**config.mk**
```make
export PLATFORM = sky130hd
export DESIGN_NAME = yas_pkt_ctrl
export DESIGN_NICKNAME = d
export VERILOG_FILES = /design/src/rtl/yas_pkg.sv /design/src/rtl/yas_crc8.sv /design/src/rtl/yas_pkt_ctrl.sv
export SDC_FILE = /design/constraint.sdc
export NUM_CORES = 1
export LEC_CHECK = 0
export ABC_AREA = 1
export BUFFER_PORTS_ARGS = -buffer_cell sky130_fd_sc_hd__buf_2
export CORE_MARGIN = 4
export CORE_UTILIZATION = 58
export DETAILED_ROUTE_END_ITERATION = 10
export MAX_ROUTING_LAYER = met4
export PLACE_DENSITY = 0.78
export SYNTH_ARGS = -nofsm -noshare
export SYNTH_HDL_FRONTEND = slang
export SYNTH_HIERARCHICAL = 1
export SYNTH_SLANG_ARGS = --single-unit
export TNS_END_PERCENT = 10
```
**constraint.sdc**
```tcl
create_clock -name clk -period 2.61 [get_ports clk]
set_clock_uncertainty 0.05 [all_clocks]
set_input_delay 0.522 -clock clk [delete_from_list [all_inputs] [get_ports clk]]
set_output_delay 0.522 -clock clk [all_outputs]
set_load 0.005 [all_outputs]
```
**src/rtl/yas_pkg.sv**
```systemverilog
// Shared definitions for the ingress packet controller: FSM encoding,
// header field layout, CRC polynomial and error codes.
package yas_pkg;

    localparam int unsigned DATA_WIDTH = 8;
    localparam int unsigned NUM_CH     = 3;

    // Header layout: [7:2] payload length, [1:0] destination address
    localparam int unsigned LEN_MSB  = 7;
    localparam int unsigned LEN_LSB  = 2;
    localparam int unsigned ADDR_MSB = 1;
    localparam int unsigned LEN_W    = LEN_MSB - LEN_LSB + 1;
    localparam int unsigned ADDR_W   = ADDR_MSB + 1;

    // Counter holds LEN plus an optional trailing CRC byte in DROP
    localparam int unsigned CNT_W = LEN_W + 1;

    localparam logic [7:0] CRC8_POLY = 8'h07;

    localparam logic [1:0] ERR_NO_ROUTE = 2'b01;
    localparam logic [1:0] ERR_CRC      = 2'b10;
    localparam logic [1:0] ERR_LEN      = 2'b11;

    typedef enum logic [1:0] {
        ST_IDLE    = 2'd0,
        ST_PAYLOAD = 2'd1,
        ST_CRC     = 2'd2,
        ST_DROP    = 2'd3
    } state_t;

    typedef struct packed {
        logic [LEN_W-1:0]  len;
        logic [ADDR_W-1:0] addr;
    } hdr_t;

endpackage

```
**src/rtl/yas_crc8.sv**
```systemverilog
// Combinational CRC-8 step: folds one byte into the running CRC
// (poly 0x07, MSB first, no reflection).
// Ports:
//   i_crc  - current CRC value
//   i_byte - byte to fold in
//   o_crc  - CRC after the byte
module yas_crc8
    import yas_pkg::*;
(
    input  logic [7:0] i_crc,
    input  logic [7:0] i_byte,
    output logic [7:0] o_crc
);

    logic [7:0] w_acc;

    // Byte-wise form: xor the byte in, then eight conditional shifts
    always_comb begin
        w_acc = i_crc ^ i_byte;
        for (int i = 0; i < 8; i++) begin
            if (w_acc[7]) begin
                w_acc = (w_acc << 1) ^ CRC8_POLY;
            end else begin
                w_acc = w_acc << 1;
            end
        end
    end

    assign o_crc = w_acc;

endmodule

```
**src/rtl/yas_pkt_ctrl.sv**
```systemverilog
// Ingress packet controller: parses the header, routes the packet to one
// of three channel FIFOs, applies FIFO backpressure, optionally checks a
// trailing CRC-8 byte and pulses completion/error per packet.
// Ports:
//   clk, rst              - clock, async active-high reset
//   data_in/_req/_ack     - input byte handshake (ack combinational)
//   ch0/1/2_addr, crc_en  - configuration
//   fifo_full             - per-channel FIFO full
//   fifo_wr, fifo_wdata   - per-channel write strobe (combinational), data
//   pkt_done, pkt_err,
//   err_code              - registered end-of-packet status
//   busy                  - FSM not in IDLE
module yas_pkt_ctrl
    import yas_pkg::*;
#(
    parameter int unsigned DATA_WIDTH = yas_pkg::DATA_WIDTH
) (
    input  logic                  clk,
    input  logic                  rst,
    input  logic [DATA_WIDTH-1:0] data_in,
    input  logic                  data_in_req,
    output logic                  data_in_ack,
    input  logic [1:0]            ch0_addr,
    input  logic [1:0]            ch1_addr,
    input  logic [1:0]            ch2_addr,
    input  logic                  crc_en,
    input  logic [NUM_CH-1:0]     fifo_full,
    output logic [NUM_CH-1:0]     fifo_wr,
    output logic [DATA_WIDTH-1:0] fifo_wdata,
    output logic                  pkt_done,
    output logic                  pkt_err,
    output logic [1:0]            err_code,
    output logic                  busy
);

    state_t           r_state;
    state_t           w_state_nxt;
    logic [CNT_W-1:0] r_cnt;
    logic [CNT_W-1:0] w_cnt_nxt;
    logic [1:0]       r_sel;
    logic [1:0]       w_sel_nxt;
    logic [7:0]       r_crc;
    logic [7:0]       w_crc_nxt;
    logic             r_crc_en;
    logic             w_crc_en_nxt;
    logic             r_pkt_done;
    logic             w_pkt_done_nxt;
    logic             r_pkt_err;
    logic             w_pkt_err_nxt;
    logic [1:0]       r_err_code;
    logic [1:0]       w_err_code_nxt;

    hdr_t             w_hdr;
    logic [7:0]       w_byte;
    logic             w_len_zero;
    logic [1:0]       w_route_sel;
    logic             w_route_ok;
    logic [1:0]       w_sel_cur;
    logic             w_fwd;
    logic             w_ack;
    logic             w_xfer;
    logic [7:0]       w_crc_in;
    logic [7:0]       w_crc_calc;

    assign w_byte     = data_in[LEN_MSB:0];
    assign w_hdr      = hdr_t'(w_byte);
    assign w_len_zero = (w_hdr.len == '0);

    // Destination lookup, lowest-index channel wins on duplicate addresses
    always_comb begin
        w_route_ok  = 1'b1;
        w_route_sel = 2'd0;
        if (w_hdr.addr == ch0_addr) begin
            w_route_sel = 2'd0;
        end else if (w_hdr.addr == ch1_addr) begin
            w_route_sel = 2'd1;
        end else if (w_hdr.addr == ch2_addr) begin
            w_route_sel = 2'd2;
        end else begin
            w_route_ok = 1'b0;
        end
    end

    // A header always starts from a zero CRC
    assign w_crc_in = (r_state == ST_IDLE) ? 8'h00 : r_crc;

    yas_crc8 u_crc8 (
        .i_crc  (w_crc_in),
        .i_byte (w_byte),
        .o_crc  (w_crc_calc)
    );

    // State register
    always_ff @(posedge clk or posedge rst) begin
        if (rst) begin
            r_state    <= ST_IDLE;
            r_cnt      <= '0;
            r_sel      <= 2'd0;
            r_crc      <= 8'h00;
            r_crc_en   <= 1'b0;
            r_pkt_done <= 1'b0;
            r_pkt_err  <= 1'b0;
            r_err_code <= 2'b00;
        end else begin
            r_state    <= w_state_nxt;
            r_cnt      <= w_cnt_nxt;
            r_sel      <= w_sel_nxt;
            r_crc      <= w_crc_nxt;
            r_crc_en   <= w_crc_en_nxt;
            r_pkt_done <= w_pkt_done_nxt;
            r_pkt_err  <= w_pkt_err_nxt;
            r_err_code <= w_err_code_nxt;
        end
    end

    // Next-state and datapath register update
    always_comb begin
        w_state_nxt    = r_state;
        w_cnt_nxt      = r_cnt;
        w_sel_nxt      = r_sel;
        w_crc_nxt      = r_crc;
        w_crc_en_nxt   = r_crc_en;
        w_pkt_done_nxt = 1'b0;
        w_pkt_err_nxt  = 1'b0;
        w_err_code_nxt = 2'b00;

        case (r_state)
            ST_IDLE: begin
                if (w_xfer) begin
                    w_crc_nxt    = w_crc_calc;
                    w_crc_en_nxt = crc_en;
                    if (w_len_zero) begin
                        w_pkt_err_nxt  = 1'b1;
                        w_err_code_nxt = ERR_LEN;
                    end else if (!w_route_ok) begin
                        // Drop count includes the trailing CRC byte
                        w_cnt_nxt   = CNT_W'(w_hdr.len) + CNT_W'(crc_en);
                        w_state_nxt = ST_DROP;
                    end else begin
                        w_sel_nxt   = w_route_sel;
                        w_cnt_nxt   = CNT_W'(w_hdr.len);
                        w_state_nxt = ST_PAYLOAD;
                    end
                end
            end

            ST_PAYLOAD: begin
                if (w_xfer) begin
                    w_crc_nxt = w_crc_calc;
                    w_cnt_nxt = r_cnt - CNT_W'(1);
                    if (r_cnt == CNT_W'(1)) begin
                        if (r_crc_en) begin
                            w_state_nxt = ST_CRC;
                        end else begin
                            w_state_nxt    = ST_IDLE;
                            w_pkt_done_nxt = 1'b1;
                        end
                    end
                end
            end

            ST_CRC: begin
                if (w_xfer) begin
                    w_state_nxt = ST_IDLE;
                    if (w_byte == r_crc) begin
                        w_pkt_done_nxt = 1'b1;
                    end else begin
                        w_pkt_err_nxt  = 1'b1;
                        w_err_code_nxt = ERR_CRC;
                    end
                end
            end

            ST_DROP: begin
                if (w_xfer) begin
                    w_cnt_nxt = r_cnt - CNT_W'(1);
                    if (r_cnt == CNT_W'(1)) begin
                        w_state_nxt    = ST_IDLE;
                        w_pkt_err_nxt  = 1'b1;
                        w_err_code_nxt = ERR_NO_ROUTE;
                    end
                end
            end

            default: begin
                w_state_nxt = ST_IDLE;
            end
        endcase
    end

    // Handshake and FIFO strobe; only routed header/payload bytes are forwarded
    always_comb begin
        w_ack     = 1'b0;
        w_fwd     = 1'b0;
        w_sel_cur = r_sel;

        case (r_state)
            ST_IDLE: begin
                w_sel_cur = w_route_sel;
                if (w_len_zero || !w_route_ok) begin
                    w_ack = data_in_req;
                end else begin
                    w_fwd = 1'b1;
                    w_ack = data_in_req && !fifo_full[w_route_sel];
                end
            end
            ST_PAYLOAD: begin
                w_fwd = 1'b1;
                w_ack = data_in_req && !fifo_full[r_sel];
            end
            ST_CRC, ST_DROP: begin
                w_ack = data_in_req;
            end
            default: begin
                w_ack = 1'b0;
            end
        endcase

        if (rst) begin
            w_ack = 1'b0;
        end
    end

    assign w_xfer      = w_ack;
    assign data_in_ack = w_ack;
    assign fifo_wr     = (w_fwd && w_xfer) ? (NUM_CH'(1) << w_sel_cur) : '0;
    assign fifo_wdata  = data_in;
    assign pkt_done    = r_pkt_done;
    assign pkt_err     = r_pkt_err;
    assign err_code    = r_err_code;
    assign busy        = (r_state != ST_IDLE);

endmodule

```
======== Word level (Yosys, flattened, before mapping) ========
Cells that the tools add are included.
word-level totals
  register bits after elaboration ......... 24
  input bits .............................. 21
  output and inout bits ................... 17
  logic and storage cells ................. 119
cells by class
  add/sub/neg operators ................... 2
  $lt $le $gt $ge ......................... 2
  equality and inequality tests ........... 16
  shift-type cells ........................ 1
  mux-type cells .......................... 61
  bitwise gates (word level) .............. 10
  reduce and logical (&&, ||, !) cells .... 19
operators with widths
  kind                                                  number
  2-to-1 mux 2 bit                                      17
  2-to-1 mux 7 bit                                      4
  2-to-1 mux 3 bit                                      9
  inverter 3 bit                                        8
  2-to-1 mux 1 bit                                      21
  != test 2 bit (second input constant)                 7
  case mux 7 bit (2 select lines)                       1
  equality test 8 bit                                   1
  2-to-1 mux 8 bit                                      1
  case mux 2 bit (4 select lines)                       1
  AND reduction 4 bit                                   2
  XOR 8 bit                                             1
  adder 6 x 1 -> 7 bit                                  1
  equality test 7 x 1 -> 1 bit (second input constant)  1
  AND reduction 7 bit                                   1
  subtractor 7 x 1 -> 7 bit (second input constant)     1
  equality test 2 bit                                   3
  zero test 6 bit                                       1
  < comparator 2 x 3 -> 1 bit (second input constant)   2
  case mux 1 bit (3 select lines)                       2
  case mux 2 bit (3 select lines)                       1
  OR reduction 2 bit                                    3
  binary-select mux 1 bit (select 2 bit)                2
  equality test 2 bit (second input constant)           2
  11 further kinds                                      18

======== Depth between registers and ports, before layout ========
  depth after elaboration ................. 19
  mapped depth ............................ 15
  mapped depth without buffers ............ 14

======== By module ========
The synthesis kept the hierarchy.
modules (own cells, without submodules)
  module        instances  cells an instance  area each (um2)  seq. area each (um2)
  yas_pkt_ctrl  1          334                2,104.5          600.6
  yas_crc8      1          80                 382.9            0.0

======== Least setup slack after synthesis ========
No wires, ideal clock.
  path kind ............................... input -> output
  start ................................... input rst
  end ..................................... output fifo_wr[1]
  arrival ................................. 1,989 ps
  required time ........................... 2,038 ps
  slack ................................... 49 ps
  cell stages on the path ................. 8
  buffers on the path ..................... 1
  cell sequence ........................... inv_1 -> nand3_1 -> a31oi_1 -> nand2_4 -> inv_4 -> buf_12 -> nand2_4 -> nor3_2
between the ends
  cells in the longest elaborated chain, start to end .. 3
ends and longest elaborated chain
  item                RTL line             text
  start: declaration  yas_pkt_ctrl.sv:19   input logic rst,
  2-to-1 mux 1 bit    yas_pkt_ctrl.sv:219  if (rst) begin
  logical AND 1 bit   yas_pkt_ctrl.sv:226  assign fifo_wr = (w_fwd && w_xfer) ? (NUM_CH'(1) << w_sel_cur) : '0;
  2-to-1 mux 3 bit    yas_pkt_ctrl.sv:226
  end: declaration    yas_pkt_ctrl.sv:28   output logic [NUM_CH-1:0] fifo_wr,
No other way between the ends.

======== Worst setup path after layout ========
  start ................................... register r_state[1]
  end ..................................... output fifo_wr[1]
between the ends
  cells in the longest elaborated chain, start to end .. 6
  elaborated cells on any way between the ends .. 12
  classes of those cells .................. eq/ne (3); shift (1); mux (5); reduce/logical (3)
ends and longest elaborated chain
  item                             RTL line             text
  start: declaration               yas_pkt_ctrl.sv:36   state_t r_state;
  start signal: assignment         yas_pkt_ctrl.sv:105  r_state <= w_state_nxt;
  equality test 2 bit              yas_pkt_ctrl.sv:197  case (r_state)
  OR reduction 2 bit               yas_pkt_ctrl.sv:197
  case mux 1 bit (3 select lines)  yas_pkt_ctrl.sv:197
  2-to-1 mux 1 bit                 yas_pkt_ctrl.sv:219
  logical AND 1 bit                yas_pkt_ctrl.sv:226
  2-to-1 mux 3 bit *               yas_pkt_ctrl.sv:226
Mark *: on every way between the ends. The rest lies on a longest branch, timed or not.

==> qor.csv <==
stage;metric;value;unit
synth;yosysSeqAreaShare;0.241;
grt;antenna_found_initial;0;
finish;final_util;0.694;
worst_setup_path;critPathArrivalTime;1.93;ns
synth;yosysWarnings;6;
worst_setup_path;start_kind;flip-flop;
sta;tightest_slew;0.466;ns
sta;finalSetupViolations;0;
cts;path_clk_slew;0.09;ns
grt;grt_pass1_vias;2337;
synth;yosys-top-cells-area;nand2_1, dfrtp_1, inv_1;
power_and_ir_drop;p_sw;1.41;mW
cts;clock_latency;0.27;ns
sta;max_freq;400;MHz
power_and_ir_drop;total_leakage_power;1.67;nW
floorplan;dieArea;5400;um2
finish;final_nets;481;
synth;netlist_area;2490;um2
power_and_ir_drop;power;2.77;mW
power_and_ir_drop;internal_power;1.36;mW
floorplan;rows;23;
synth;yosysTopAreaCell;nand2_1;
cts;cts_made_buffers;3;
place;gp_congestion;0.889;
floorplan;start_util;0.609;
status;status;complete, no violations;
floorplan;core_area;4090;um2
worst_setup_path;worstSetupEndpointType;primary output;
flow_run;max-cap-violations;0;
drt;antenna_left;0;
sta;hold_viol_final;0;
cts;cts_buffer_depth;2;
sta;slew_headroom;0.688;
sta;fin_crit_sh;0.958;
worst_setup_path;critical_path_class;flip-flop to primary output;
synth;syn_avg_cell_area;6.01;um2
drt;drtIter0Drc;148;
worst_setup_path;reg2reg_from;r_state[1];
sta;finalCriticalPeriod;2.50;ns
sta;final-max-slew-violation-count;0;
floorplan;die_x;73.5;um
finish;area_growth;14.1;%
cts;clock_sinks;24;
grt;grt_pass1_wl;9.93;mm
place;hpwl;4.54;mm
finish;n_antenna_cell;0;
finish;final_area;2840;um2
grt;grt.overflow.total;0;
floorplan;num_io_pins;38;
floorplan;die_h;73.5;um
worst_setup_path;reg2reg_to;r_crc[3];
synth;yosysUniqueCellTypes;33;
worst_setup_path;critPathCapture;fifo_wr[1];
worst_setup_path;cp_max_fo;9;
cts;cts_root_buf;clkbuf_8;
worst_setup_path;required;2.04;ns
finish;drive_gt1_frac;0.195;
cts;cts_hold_buffers;0;
worst_setup_path;ff2ff_path_depth;14;
drt;first_pass_iters;4;
power_and_ir_drop;power.share.clock;0.122;
power_and_ir_drop;vdd.ir_drop.worst;0.462;mV
drt;vias_per_cell;5.14;
synth;synth_top_area_frac;0.252;
grt;grtUsageTotal;0.236;
power_and_ir_drop;pwr-share-comb;0.644;
power_and_ir_drop;powerDensity;975;nW/um2
synth;syn_inst;414;
place;placed_area;2680;um2
drt;wl_per_cell;12.1;um
worst_setup_path;cp-startpoint;r_state[1];
place;portBuffers;37;
grt;grt_start_max_net_pins;25;
synth;ys_ff_latch;24;
power_and_ir_drop;swShare;0.510;
drt;num_vias;2577;
drt;routed_wl;6.05;mm
drt;drc;0;
power_and_ir_drop;seqPwrFrac;0.234;
worst_setup_path;r2r_slack;0.44;ns
cts;htree_levels;1;
cts;cts_tree;yes;
worst_hold_path;hp-class;input pin to asynchronous set/reset pin;
synth;syn_nets;443;
## sequential cells by signal, summed over array words and instances (netlist names)
| name | cells |
|---|---|
| r_state | 2 |
| r_crc_en | 1 |
| pkt_err | 1 |
| r_sel | 2 |
| err_code | 2 |
| pkt_done | 1 |
| r_cnt | 7 |
| r_crc | 8 |
## layout by cell type, fill, tap and decap left out
cell type | Yosys | routed
nand4_1 | 3 | 3
clkbuf_8 | 0 | 3
xor2_2 | 1 | 1
nand2_8 | 1 | 1
nor2_2 | 2 | 2
buf_6 | 0 | 1
inv_2 | 3 | 4
dfrtp_1 | 24 | 23
a31oi_4 | 0 | 1
bufinv_16 | 0 | 1
ha_4 | 0 | 3
o211ai_1 | 1 | 1
nor2_1 | 38 | 38
nor3_2 | 1 | 1
nand3_4 | 1 | 1
o21ai_1 | 1 | 1
nand2_1 | 167 | 167
xnor2_1 | 3 | 3
buf_2 | 2 | 37
ha_1 | 8 | 5
o21ai_2 | 1 | 1
a21oi_1 | 4 | 4
clkinv_1 | 1 | 1
nand2_4 | 4 | 4
xor2_1 | 9 | 9
nand3_2 | 3 | 4
dfrtp_2 | 0 | 1
nand2_2 | 10 | 10
buf_4 | 9 | 8
nor3_1 | 2 | 2
inv_1 | 55 | 53
nand3_1 | 32 | 31
or2_2 | 1 | 1
a21oi_4 | 1 | 1
inv_4 | 1 | 2
o21ai_0 | 22 | 22
## stage by stage
stage          hold WS, ns  instances  setup TNS (ns)  setup slack [ns]
6_report             0.293        501               0             0.109
5_1_grt              0.336        501        -0.00532          -0.00532
4_1_cts              0.281        498               0           0.00563
3_5_place_dp         0.410        494               0             0.181
3_3_place_gp         0.407        494               0             0.249
2_1_floorplan        0.392        414               0            0.0492
## final cells by class
| class | count | area [um2] |
|---|---|---|
| Timing Repair Buffer | 46 | 256 |
| Sequential cell | 24 | 602 |
| Fill cell | 351 | 1250 |
| Clock inverter | 1 | 30.0 |
| Multi-Input combinational cell | 317 | 1620 |
| Clock buffer | 3 | 41.3 |
| Inverter | 60 | 230 |
| Tap cell | 50 | 62.6 |
## Yosys cell counts, drive strengths merged
| library cell | instances |
|---|---|
| or2 | 1 |
| o21ai | 24 |
| nand4 | 3 |
| nand2 | 182 |
| clkinv | 1 |
| inv | 59 |
| ha | 8 |
| xor2 | 10 |
| xnor2 | 3 |
| o211ai | 1 |
| dfrtp | 24 |
| a21oi | 5 |
| buf | 12 |
| nor3 | 3 |
| nor2 | 40 |
| clkbuf | 1 |
| a31oi | 1 |
| nand3 | 36 |
## critical path, cell delays in order, from the launching register on
cell and delay [ns]:
dfrtp_2 0.47, inv_4 0.10, ha_4 0.14, buf_6 0.14
nand2_1 0.06, inv_1 0.09, nand2_4 0.06, nor2_2 0.11
nand2_2 0.09, nand2_4 0.11, inv_4 0.06, nand2_4 0.06
nor3_2 0.03, buf_2 0.13
## how the worst min path moves through the flow
stage	slack [ns]	cells after the start	endpoint	start
2_1_floorplan	0.39	2	r_cnt[6]	r_cnt[6]
3_3_place_gp	0.41	2	r_cnt[6]	r_cnt[6]
3_5_place_dp	0.41	2	r_cnt[6]	r_cnt[6]
4_1_cts	0.28	3	pkt_done	rst
5_1_grt	0.34	3	pkt_err	rst
6_report	0.29	3	pkt_done	rst
## power by group through the flow
stage / registers (mW) / logic (mW) / clock network, mW
floorplan: 0.614 / 1.31 / 0
global placement: 0.639 / 1.61 / 0
detailed placement: 0.641 / 1.65 / 0
CTS: 0.637 / 1.67 / 0.342
global route: 0.669 / 2.03 / 0.358
finish: 0.649 / 1.78 / 0.337
## repair_timing
action	CTS	global route
resized for setup	1	13
endpoints found under the setup margin	3	4
pin swaps	0	1
gates cloned	0	0
buffers inserted	0	3
## kinds of logic (layout without fill, tap and decap cells)
| kind of cell | Yosys count | in the layout | synth area share |
|---|---|---|---|
| flops | 24 | 24 | 0.241 |
| simple gates | 265 | 265 | 0.467 |
| buf+inv | 73 | 110 | 0.132 |
| xor+xnor | 13 | 13 | 0.0488 |
| compound gates | 31 | 31 | 0.0699 |
| fa+ha+maj | 8 | 8 | 0.0402 |
## routing by layer
| layer | global-route usage | wire, um |
|---|---|---|
| met4 | 0.0584 | 97 |
| met1 | 0.293 | 2750 |
| met2 | 0.403 | 2880 |
| met3 | 0.0328 | 315 |
| met5 | - | 0 |
No activity file was read; power rests on OpenSTA's default activity.
